$ cat config.mk
export PLATFORM = sky130hd
export DESIGN_NAME = qkd_status_monitor
export DESIGN_NICKNAME = d
export VERILOG_FILES = /design/src/rtl/qkd_status_pkg.sv /design/src/rtl/qkd_status_monitor_evt_latch_cnt.sv /design/src/rtl/qkd_status_monitor.sv
export SDC_FILE = /design/constraint.sdc
export NUM_CORES = 1
export LEC_CHECK = 0
export ABC_AREA = 1
export ABC_CLOCK_PERIOD_IN_PS = 1960
export CAP_MARGIN = 20
export CORE_MARGIN = 8
export CORE_UTILIZATION = 56
export CTS_CLUSTER_SIZE = 14
export DETAILED_ROUTE_END_ITERATION = 8
export PLACE_DENSITY = 0.78
export SLEW_MARGIN = 10
export SYNTH_ARGS = -nofsm -noshare
export SYNTH_HDL_FRONTEND = slang
export SYNTH_HIERARCHICAL = 1
export SYNTH_SLANG_ARGS = --single-unit
$ cat constraint.sdc
create_clock -name clk -period 1.96 [get_ports clk]
set_clock_uncertainty 0.1 [all_clocks]
set_input_delay 0.49 -clock clk [delete_from_list [all_inputs] [get_ports clk]]
set_output_delay 0.49 -clock clk [all_outputs]
set_load 0.01 [all_outputs]
$ cat src/rtl/qkd_status_pkg.sv
// Shared encodings for the QKD status/LED monitor: LED view modes and the
// network_fsm_TCP state values decoded for the TCP view.
package qkd_status_pkg;

    typedef enum logic [1:0] {
        MODE_LIVE   = 2'd0,
        MODE_STICKY = 2'd1,
        MODE_TCP    = 2'd2,
        MODE_COUNT  = 2'd3
    } led_mode_t;

    typedef enum logic [3:0] {
        TCP_DISCONNECT = 4'd0,
        TCP_HANDSHAKE  = 4'd1,
        TCP_HANDSHAKE0 = 4'd2,
        TCP_TRANSFER   = 4'd3,
        TCP_HANDSHAKE1 = 4'd4,
        TCP_ACK_R      = 4'd5,
        TCP_ACK_T      = 4'd6
    } tcp_state_t;

    // States 0..TCP_NUM_LEGAL-1 get a one-hot LED; anything above is illegal.
    localparam int unsigned TCP_NUM_LEGAL = 7;

    // Event channels that have an LED in the LIVE and STICKY views.
    localparam int unsigned LED_EVT_CH = 6;

endpackage

$ cat src/rtl/qkd_status_monitor_evt_latch_cnt.sv
// One event channel: rising-edge detect, sticky flag and saturating counter,
// with a clear that still keeps a rise arriving in the same cycle.
module evt_latch_cnt
    import qkd_status_pkg::*;
#(
    parameter int unsigned CNT_W = 16
) (
    input  logic             clk,
    input  logic             rst_n,
    input  logic             evt,
    input  logic             clr,
    output logic             evt_q,
    output logic             sticky,
    output logic [CNT_W-1:0] cnt
);

    logic rise;

    assign rise = evt & ~evt_q;

    always_ff @(posedge clk) begin
        if (!rst_n) begin
            evt_q  <= 1'b0;
            sticky <= 1'b0;
            cnt    <= '0;
        end else begin
            evt_q <= evt;
            if (clr && rise) begin
                sticky <= 1'b1;
                cnt    <= CNT_W'(1);
            end else if (clr) begin
                sticky <= 1'b0;
                cnt    <= '0;
            end else if (rise) begin
                sticky <= 1'b1;
                if (cnt != '1) begin
                    cnt <= cnt + CNT_W'(1);
                end
            end
        end
    end

endmodule

$ cat src/rtl/qkd_status_monitor.sv
// Status/LED monitor for the Alice/Bob tops: per-channel event latches,
// heartbeat divider, TCP-state decode and a mode-selectable registered LED view.
module qkd_status_monitor
    import qkd_status_pkg::*;
#(
    parameter int unsigned NUM_EVT     = 8,
    parameter int unsigned CNT_W       = 16,
    parameter int unsigned BLINK_DIV_W = 24,
    parameter int unsigned TCP_STATE_W = 4,
    localparam int unsigned SEL_W      = (NUM_EVT > 1) ? $clog2(NUM_EVT) : 1
) (
    input  logic                   clk,
    input  logic                   rst_n,
    input  logic [NUM_EVT-1:0]     evt_i,
    input  logic                   link_up_i,
    input  logic [TCP_STATE_W-1:0] tcp_state_i,
    input  logic [1:0]             mode_i,
    input  logic [SEL_W-1:0]       cnt_sel_i,
    input  logic                   clr_i,
    output logic [7:0]             led_o,
    output logic [NUM_EVT-1:0]     sticky_o,
    output logic [CNT_W-1:0]       cnt_o,
    output logic                   heartbeat_o,
    output logic                   clr_done_o
);

    localparam int unsigned LED_N = (NUM_EVT < LED_EVT_CH) ? NUM_EVT : LED_EVT_CH;
    localparam int unsigned CNT_LED_W = (CNT_W < 8) ? CNT_W : 8;

    logic [NUM_EVT-1:0]     evt_q;
    logic [NUM_EVT-1:0]     sticky;
    logic [CNT_W-1:0]       cnt [NUM_EVT];
    logic [BLINK_DIV_W-1:0] div;
    logic                   blink;
    logic                   tcp_est;
    logic                   tcp_legal;
    logic [6:0]             tcp_onehot;
    logic [LED_EVT_CH-1:0]  evt_q_led;
    logic [LED_EVT_CH-1:0]  sticky_led;
    logic [LED_EVT_CH-1:0]  sticky_view;
    logic [CNT_W-1:0]       cnt_sel_val;
    logic [7:0]             cnt_led;
    logic [7:0]             led_next;
    led_mode_t              mode;
    logic                   unused_hi_ch;

    for (genvar g = 0; g < NUM_EVT; g++) begin : g_ch
        evt_latch_cnt #(
            .CNT_W(CNT_W)
        ) u_ch (
            .clk   (clk),
            .rst_n (rst_n),
            .evt   (evt_i[g]),
            .clr   (clr_i),
            .evt_q (evt_q[g]),
            .sticky(sticky[g]),
            .cnt   (cnt[g])
        );
    end

    assign sticky_o = sticky;

    always_ff @(posedge clk) begin
        if (!rst_n) begin
            div <= '0;
        end else begin
            div <= div + BLINK_DIV_W'(1);
        end
    end

    assign blink       = div[BLINK_DIV_W-1];
    assign heartbeat_o = blink;

    // Channels above the LED range stay visible only through sticky_o/cnt_o.
    assign evt_q_led    = LED_EVT_CH'(evt_q[LED_N-1:0]);
    assign sticky_led   = LED_EVT_CH'(sticky[LED_N-1:0]);
    assign unused_hi_ch = ^{evt_q, sticky};

    // Done events glow solid; events still asserted blink with the heartbeat.
    assign sticky_view = sticky_led & ~(evt_q_led & {LED_EVT_CH{blink}});

    assign tcp_est    = (tcp_state_i == TCP_STATE_W'(TCP_TRANSFER));
    assign tcp_legal  = (32'(tcp_state_i) < TCP_NUM_LEGAL);
    assign tcp_onehot = 7'(1) << tcp_state_i;

    always_comb begin
        cnt_sel_val = '0;
        for (int unsigned i = 0; i < NUM_EVT; i++) begin
            if (32'(cnt_sel_i) == i) begin
                cnt_sel_val = cnt[i];
            end
        end
    end

    assign cnt_led = 8'(cnt_sel_val[CNT_LED_W-1:0]);
    assign mode    = led_mode_t'(mode_i);

    always_comb begin
        led_next = '0;
        case (mode)
            MODE_LIVE:   led_next = {link_up_i, tcp_est, evt_q_led};
            MODE_STICKY: led_next = {link_up_i, tcp_est, sticky_view};
            MODE_TCP: begin
                if (tcp_legal) begin
                    led_next = {link_up_i, tcp_onehot};
                end else begin
                    led_next = {link_up_i & blink, 7'b0};
                end
            end
            MODE_COUNT:  led_next = cnt_led;
            default:     led_next = '0;
        endcase
    end

    always_ff @(posedge clk) begin
        if (!rst_n) begin
            led_o      <= '0;
            cnt_o      <= '0;
            clr_done_o <= 1'b0;
        end else begin
            led_o      <= led_next;
            cnt_o      <= cnt_sel_val;
            clr_done_o <= clr_i;
        end
    end

endmodule
### Yosys cells after proc, flatten, opt, wreduce, memory -nomap -nowiden

Index checks and enable logic that the tools add are counted.

* add/sub/neg operators: 9
* order comparisons: 1
* equal/unequal tests: 19
* shifts and indexed selects: 1
* muxes and demuxes: 66
* bitwise logic cells: 21
* reductions and logical operators: 50

Operators with widths (count)
* adder 16 x 1 -> 16 bit (second input constant): 8
* two-way mux 16 bit: 8
* inequality test 16 bit (second input constant): 8
* two-way mux 1 bit: 56
* nonzero test 3 bit: 16
* case mux 8 bit (4 select lines): 1
* AND reduction 2 bit: 16
* adder 24 x 1 -> 24 bit (second input constant): 1
* OR reduction 3 bit: 8
* AND 6 bit: 2
* == test 3 bit (second input constant): 4
* AND 1 bit: 9
* NOT 1 bit: 9
* logical AND 1 bit: 8
* two-way mux 8 bit: 1
* << shifter 1 x 4 -> 7 bit (first input constant): 1
* == test 3 x 2 -> 1 bit (second input constant): 2
* NOT 6 bit: 1
* == test 2 bit (second input constant): 2
* == test 4 x 2 -> 1 bit (second input constant): 1
* < comparator 4 x 3 -> 1 bit (second input constant): 1
* == test 3 x 1 -> 1 bit (second input constant): 1
* zero test 3 bit: 1
* == test 2 x 1 -> 1 bit (second input constant): 1
* zero test 2 bit: 1

* register bits: 193
* bits of input ports: 21
* output and inout bits: 34
* word-level logic and storage cells: 203

### Logic depth before layout (Yosys ltp)

Gate-level depths: netlist of run 1.

* depth after elaboration: 10
* depth in mapped cells: 12
* gate-level depth less buffers: 11

### Cells and area by module

Netlist of run 1, hierarchy kept.

By module, submodules not included
* evt_latch_cnt: instances 8, cells an instance 169, area each 1098.6 um2, seq. area each 360.3 um2
* qkd_status_monitor: instances 1, cells an instance 501, area each 3061.7 um2, seq. area each 980.9 um2

### Least setup slack after synthesis of run 1

Ideal clock, no wire load.

* path type: input-to-reg
* from: in cnt_sel_i[0]
* to: reg led_o[6]
* setup time: 0.110 ns
* arrival: 1.704 ns
* data required time: 1.750 ns
* slack: 0.046 ns
* cell stages on the path: 11
* buffers on the path: 1
* cell sequence: buf_2 > inv_2 > nor3_2 > inv_1 > or2_2 > nand2_1 > nand2_1 > nand3_1 > nand3_1 > nand2_1 > inv_1

* longest elaborated chain between the ends: 10
* elaborated cells on any way between the ends: 17
* classes of those cells: eq/ne (7); mux (9); reduce/logical (1)

Ends and longest elaborated chain
* from (decl): RTL line qkd_status_monitor.sv:18 `input logic [SEL_W-1:0] cnt_sel_i,`
* zero test 3 bit: RTL line qkd_status_monitor.sv:89 `if (32'(cnt_sel_i) == i) begin`
* two-way mux 16 bit (7 in a row): RTL line qkd_status_monitor.sv:89
* two-way mux 16 bit *: RTL line qkd_status_monitor.sv:89
* case mux 8 bit (4 select lines) *: RTL line qkd_status_monitor.sv:100 `case (mode)`
* to (signal assigned): RTL line qkd_status_monitor.sv:121 `led_o <= led_next;`
* to (decl): RTL line qkd_status_monitor.sv:20 `output logic [7:0] led_o,`

Mark *: on every way between the ends. The rest lies on a longest branch, timed or not.
A chain may end at the register's enable or synchronous reset.

### Final worst setup path of run 1

* from: reg led_o[5]
* to: out led_o[5]

No word-level cell between the ends.

==> results.cfg, run 1 <==
[run]
drv_cap = 0

[synth]
ys_types = 35
synth-seq-cells = 193
synth_edf_count = 0
syn_inst = 1853
postSynthAreaPerCell_um2 = 6.40
ys.flop_type = dfxtp_1
syn-num-nets = 1883
synth-warning-count = 6
netlist_area_um2 = 11900
synthArstFlopShare_pct = 0
seq_area_frac_synth_pct = 32.6

[worst_setup_path]
critPathArrivalTime_ns = 1.36
cpPeakStageDelay_ns = 0.56
reg2reg_to = g_ch[4].u_ch/cnt[15]
rrSetupSlack_ns = 0.15
r2r_start = g_ch[4].u_ch/cnt[1]
r2r_cells = 7
path_max_fanout = 1
crit_type = flip-flop to output pin
end_kind = output pin
startpoint_type = flip-flop
slowest_stage = clkdlybuf4s50_1
critical_path_buf_inv_count = 1
critical_path_required_ns = 1.37
critPathTopFamily = buffers and inverters
crit_chain = clkdlybuf4s50_1
worst-path-stages = 1

[timing]
period_minus_slack_ns = 1.95
finalMaxSlewViolations = 0
slew-limit-headroom_pct = 71.6
worstMarginPinSlew_ns = 0.425
setup_viol = 0
hold_viol_final = 0
setup_slack_ns = 0.0140
min_period_over_period_pct = 99.3
max_freq_mhz = 514

[die]
die_x_um = 161
ioPinCount = 55
die_area_um2 = 26100
die_y_um = 161
initial_utilization_pct = 56.7
fp.coreArea_um2 = 20900
row_count = 53

[min_path]
hold_path_startpoint = rst_n
worstHoldPathCells = 3
holdPathEnd = clr_done_o
hold_class = input pin to flip-flop

[placement]
dp_slack_ns = -0.447
hpwlAfterDp_um = 27700
dp.cells = 2297
port_buffers = 54
routabilityCongestion = 0.984

[route]
final_antenna_net_count = 0
dr.pass1.iters = 6
vias_per_cell = 5.44
vias = 12700
drt_iter0_drc = 1214
drt_wl_total_um = 35500
drc = 0
avgRoutedWirePerCell_um = 15.2

[pwr]
power_frac_clock_pct = 42.6
netSwitchingFraction_pct = 27.7
p_switching_uw = 2370
p_leak_uw = 0.00555
p_comb_share_pct = 10.2
ir_drop_mv = 0.555
p_seq_share_pct = 47.2
p_int_uw = 6180
powerDensity_nw_per_um2 = 594

[grt]
grt_pass1_wl_um = 57100
grt_pass1_vias = 11300
grt_max_degree = 22
gr-total-overflow = 0
antenna_found_initial = 0
grtUsageTotal_pct = 26.8

[layout]
drive_gt1_share_pct = 15.6
num_antenna_cells = 0
areaGrowthSynthToFinish_pct = 21.4
fin_nets = 2071
instances_no_fill = 2329

[cts]
post_cts_buffers = 0
clock_latency_ns = 0.44
cts_tree = yes
clockBufferDepth = 2
clock_sinks = 193
cts_buffers = 17
clkTransAtPathRegs_ns = 0.08
h-tree-depth = 4
holdBufCountCts = 0
clock-root-buffer = clkbuf_16

[outcome]
status = finished clean
==> through the flow <==
step | total power [µW] | instance area, µm² | setup TNS (ns) | utilization [%] | hold WS, ns
floorplan | 4560 | 11900 | 0 | - | 0.318
global placement | 4980 | 13700 | -7.54 | 65.7 | 0.337
detailed placement | 5000 | 13700 | -8.98 | 65.7 | 0.338
CTS | 8570 | 14300 | 0 | 68.6 | 0.288
global route | 8820 | 14400 | -0.0343 | 68.9 | 0.290
finish | 8550 | 14400 | 0 | 68.9 | 0.295
==> flip-flops by register name, indices dropped and copies added, names as in the netlist <==
name,flops
g_ch.u_ch/cnt,128
clr_done_o,1
g_ch.u_ch/sticky,8
cnt_o,16
div,24
led_o,8
g_ch.u_ch/evt_q,8
==> power groups by stage <==
stage               logic, µW  clock network, µW  registers (µW)
finish                    869               3640            4040
floorplan                 426                  0            4140
CTS                       860               3680            4040
global route              944               3840            4040
global placement          851                  0            4130
detailed placement        866                  0            4130
==> repair_timing <==
item | CTS | global route
endpoints found under the setup margin | 15 | 28
resized for setup | 16 | 25
cloned | 0 | 0
pin swaps | 0 | 1
==> worst max path at each step <==
| stage | startpoint | to | slack (ns) |
|---|---|---|---|
| after floorplan | cnt_sel_i[0] | led_o[6] | 0.05 |
| after global placement | cnt_sel_i[0] | cnt_o[15] | -0.43 |
| after detailed placement | cnt_sel_i[0] | cnt_o[15] | -0.45 |
| after CTS | led_o[5] | led_o[5] | 0.001 |
| after global routing | div[0] | div[20] | -0.02 |
| final | led_o[5] | led_o[5] | 0.01 |
==> cell families (layout without fill, tap and decap cells) <==
kind of cell             Yosys count  in the layout  synth area share [%]
AO/OA/AOI/OAI                    243            243                  12.8
adder cells (fa/ha/maj)            9              9                 0.950
AND/OR/NAND/NOR                 1122           1122                  41.2
XOR/XNOR                          54             54                  3.99
buffers and inverters            232            433                  8.45
flip-flops                       193            193                  32.6
==> per-layer routing <==
layer / up-vias / part of all wire (%) / global-route usage (%)
li1: 6326 / - / -
met3: 73 / 8.3 / 5.90
met4: 0 / 3.0 / 9.68
met1: 5787 / 44 / 35.5
met2: 486 / 45 / 42.0
met5: - / 0 / 0
==> synth_stat cells (2+ instances only) <==
cell type | n | share of area, %
a21oi_1 | 104 | 4.4
a21oi_2 | 48 | 3.5
a311oi_1 | 2 | 0.15
a41oi_1 | 4 | 0.30
and2_1 | 4 | 0.21
buf_2 | 8 | 0.34
buf_6 | 16 | 1.5
clkbuf_1 | 17 | 0.54
dfxtp_1 | 193 | 33
ha_1 | 9 | 0.95
inv_1 | 187 | 5.9
inv_2 | 3 | 0.095
nand2_1 | 639 | 20
nand2_4 | 8 | 0.76
nand3_1 | 109 | 4.6
nand3b_1 | 3 | 0.19
nand4_1 | 76 | 4.0
nor2_1 | 217 | 6.9
nor2_2 | 24 | 1.3
nor2_4 | 16 | 1.5
nor3_1 | 8 | 0.34
nor3_2 | 3 | 0.25
nor3b_1 | 3 | 0.19
o211ai_1 | 2 | 0.13
o21ai_0 | 70 | 3.0
o21ai_4 | 8 | 1.1
o22ai_1 | 5 | 0.26
or2_2 | 8 | 0.42
xnor2_1 | 18 | 1.3
xor2_1 | 36 | 2.7
==> cell usage in the layout, fill, tap and decap left out, types with 15 or more instances in the layout <==
master           synthesis  routed
dlygate4sd2_1            0      15
nand4_1                 76      76
nor2_2                  24      29
nor2_1                 217     212
o21ai_0                 70      69
a21oi_1                104     104
clkbuf_16                0      17
inv_1                  187     185
nand3_1                109     106
buf_4                    0     147
a21oi_2                 48      48
nand2_1                639     639
xor2_1                  36      36
xnor2_1                 18      18
dfxtp_1                193     192
nor2_4                  16      16
clkdlybuf4s50_1          0      27
==> worst min-delay path, delay by kind of cell <==
family | cells | cell delay [ns]
buf+inv | 2 | 0.22
simple gates | 1 | 0.09
==> layout make-up <==
cell class                 instances  area (µm²)
fill                            1796        6500
clock inverter                    15         183
sequential                       193        3860
tap                              275         344
multi-input combinational       1428        7030
inverter                         191         719
clock buffer                      17         425
timing repair buffer             210        1830
Note: power is estimated with default switching activity, not from simulation.
==> run 2: changes to the inputs <==
--- a/config.mk
+++ b/config.mk
@@ -9,3 +9,2 @@
 export ABC_CLOCK_PERIOD_IN_PS = 1960
-export CAP_MARGIN = 20
 export CORE_MARGIN = 8
--- a/constraint.sdc
+++ b/constraint.sdc
@@ -4,2 +4,2 @@
 set_output_delay 0.49 -clock clk [all_outputs]
-set_load 0.01 [all_outputs]
+set_load 0.05 [all_outputs]
==> run 2 against run 1 <==
Non-clock buffer count grew 1. Cell area is essentially flat. Cell count is essentially flat. Critical path type is now input pin to flip-flop. Critical endpoint is now led_o[7]. Highest routed layer unchanged.
==> results.cfg, run 2 (same netlist as run 1, synthesis figures left out) <==
[route]
vias = 12900
drt_iter0_drc = 1271
drc = 0
vias_per_cell = 5.53
final_antenna_net_count = 0
drt_wl_total_um = 36500
dr.pass1.iters = 6
avgRoutedWirePerCell_um = 15.7

[layout]
register_area_um2 = 3860
fin_nets = 2072
multi_input_area_um2 = 7030
instances_no_fill = 2330
layout_common_cells = 639 x nand2_1, 212 x nor2_1, 192 x dfxtp_1
reg.largest.list = g_ch.u_ch/cnt (128), div (24), cnt_o (16)
stdcell_area_um2 = 14400
areaGrowthSynthToFinish_pct = 21.4
num_antenna_cells = 0
drive_gt1_share_pct = 17.3
fillers = 1781
fin_util_pct = 68.9
top_register = g_ch.u_ch/cnt
layout_commonest_cell = nand2_1
largest_register_ffs = 128

[worst_setup_path]
cpPeakStageDelay_ns = 0.52
critPathArrivalTime_ns = 2.10
critical_path_buf_inv_count = 4
crit_chain = clkdlybuf4s50_1 -> inv_2 -> buf_4 -> nand4_1 -> nand4_1 -> nor2_1 -> nand4_1 -> nand2_1 -> nand3_1 -> nand2_1 -> inv_1
end_kind = flip-flop
reg2reg_to = g_ch[4].u_ch/cnt[6]
slowest_stage = clkdlybuf4s50_1
critPathTopFamily = buffers and inverters
r2r_start = g_ch[4].u_ch/cnt[1]
path_max_fanout = 11
rrSetupSlack_ns = 0.11
critical_path_required_ns = 2.20
r2r_cells = 7
crit_type = input pin to flip-flop
startpoint_type = input pin
crit_top_cell = nand4_1

[timing]
hold_viol_final = 0
rsz0062_at_grt = false
slew-limit-headroom_pct = 69.7
min_period_over_period_pct = 94.6
setup_viol = 0
max_freq_mhz = 539
fin_setup_tns_ns = 0
worstMarginPinSlew_ns = 0.454
period_minus_slack_ns = 1.85
finalMaxSlewViolations = 0
setup_slack_ns = 0.105

[placement]
hpwlAfterDp_um = 28000
routabilityCongestion = 0.977
place_area_um2 = 13700
port_buffers = 54
dp.cells = 2297
dp_slack_ns = -0.450

[die]
die_y_um = 161
initial_utilization_pct = 56.7
die_area_um2 = 26100
die_x_um = 161
fp.coreArea_um2 = 20900
row_count = 53
ioPinCount = 55

[cts]
cts_tree = yes
clock_sinks = 193
clock-root-buffer = clkbuf_16
clkTransAtPathRegs_ns = 0.07
holdBufCountCts = 0
h-tree-depth = 4
clock_latency_ns = 0.45
cts_buffers = 17
clockBufferDepth = 2

[pwr]
ir_drop_mv = 0.520
p_leak_uw = 0.00544
powerDensity_nw_per_um2 = 608

[grt]
antenna_found_initial = 0
gr-total-overflow = 0
grt_pass1_vias = 11700
grtUsageTotal_pct = 27.3
grt_max_degree = 22
grt_pass1_wl_um = 58500

[min_path]
hold_class = input pin to flip-flop
worstHoldPathCells = 3
hold_path_startpoint = rst_n
holdPathEnd = g_ch[2].u_ch/evt_q

[run]
drv_cap = 0

[outcome]
status = finished clean
==> run 2: how the worst max path moves through the flow <==
stage                 start   endpoint  slack, ns  cells after the start
6_report       cnt_sel_i[2]   led_o[7]       0.11                     11
2_1_floorplan  cnt_sel_i[0]   led_o[6]       0.05                     11
3_3_place_gp   cnt_sel_i[0]  cnt_o[15]      -0.44                     11
4_1_cts        cnt_sel_i[0]  cnt_o[15]      0.007                     11
3_5_place_dp   cnt_sel_i[0]  cnt_o[15]      -0.45                     11
5_1_grt        cnt_sel_i[2]   led_o[6]      0.002                     13
==> run 2: repair_timing <==
item	CTS	global route
setup endpoints to repair	0	22
setup buffers	0	1
gates resized for setup	0	16
==> run 2: area by class of cell <==
class | count | share of cell area [%]
Timing Repair Buffer | 211 | 12.5
Sequential cell | 193 | 26.9
Clock buffer | 18 | 3.05
Tap cell | 275 | 2.39
Multi-Input combinational cell | 1428 | 48.9
Clock inverter | 14 | 1.31
Inverter | 191 | 4.98
==> run 2: per-stage QoR <==
stage	total power [µW]	hold slack, ns
2_1_floorplan	4650	0.318
6_report	8750	0.299
4_1_cts	8780	0.297
3_3_place_gp	5070	0.328
5_1_grt	9040	0.294
3_5_place_dp	5090	0.345
==> run 2: routing by layer <==
layer	up-vias	share of wire [%]	track usage [%]
li1	6338	-	-
met1	5941	44	35.7
met2	519	46	44.3
met3	85	7.5	4.89
met4	0	3.1	10.1
met5	-	0	0
==> run 2: worst register-to-register path, delay by kind of cell, from the launching register on <==
family / cells / cell delay [ns]
adder cells (fa/ha/maj): 1 / 0.23
flip-flops: 1 / 0.45
AO/OA/AOI/OAI: 2 / 0.50
AND/OR/NAND/NOR: 3 / 0.44
buffers and inverters: 1 / 0.08
==> run 2: where the power goes <==
group	switching (µW)	internal (µW)
Clock	1740	1990
Combinational	606	368
Sequential	61.2	3980
Total	2410	6340
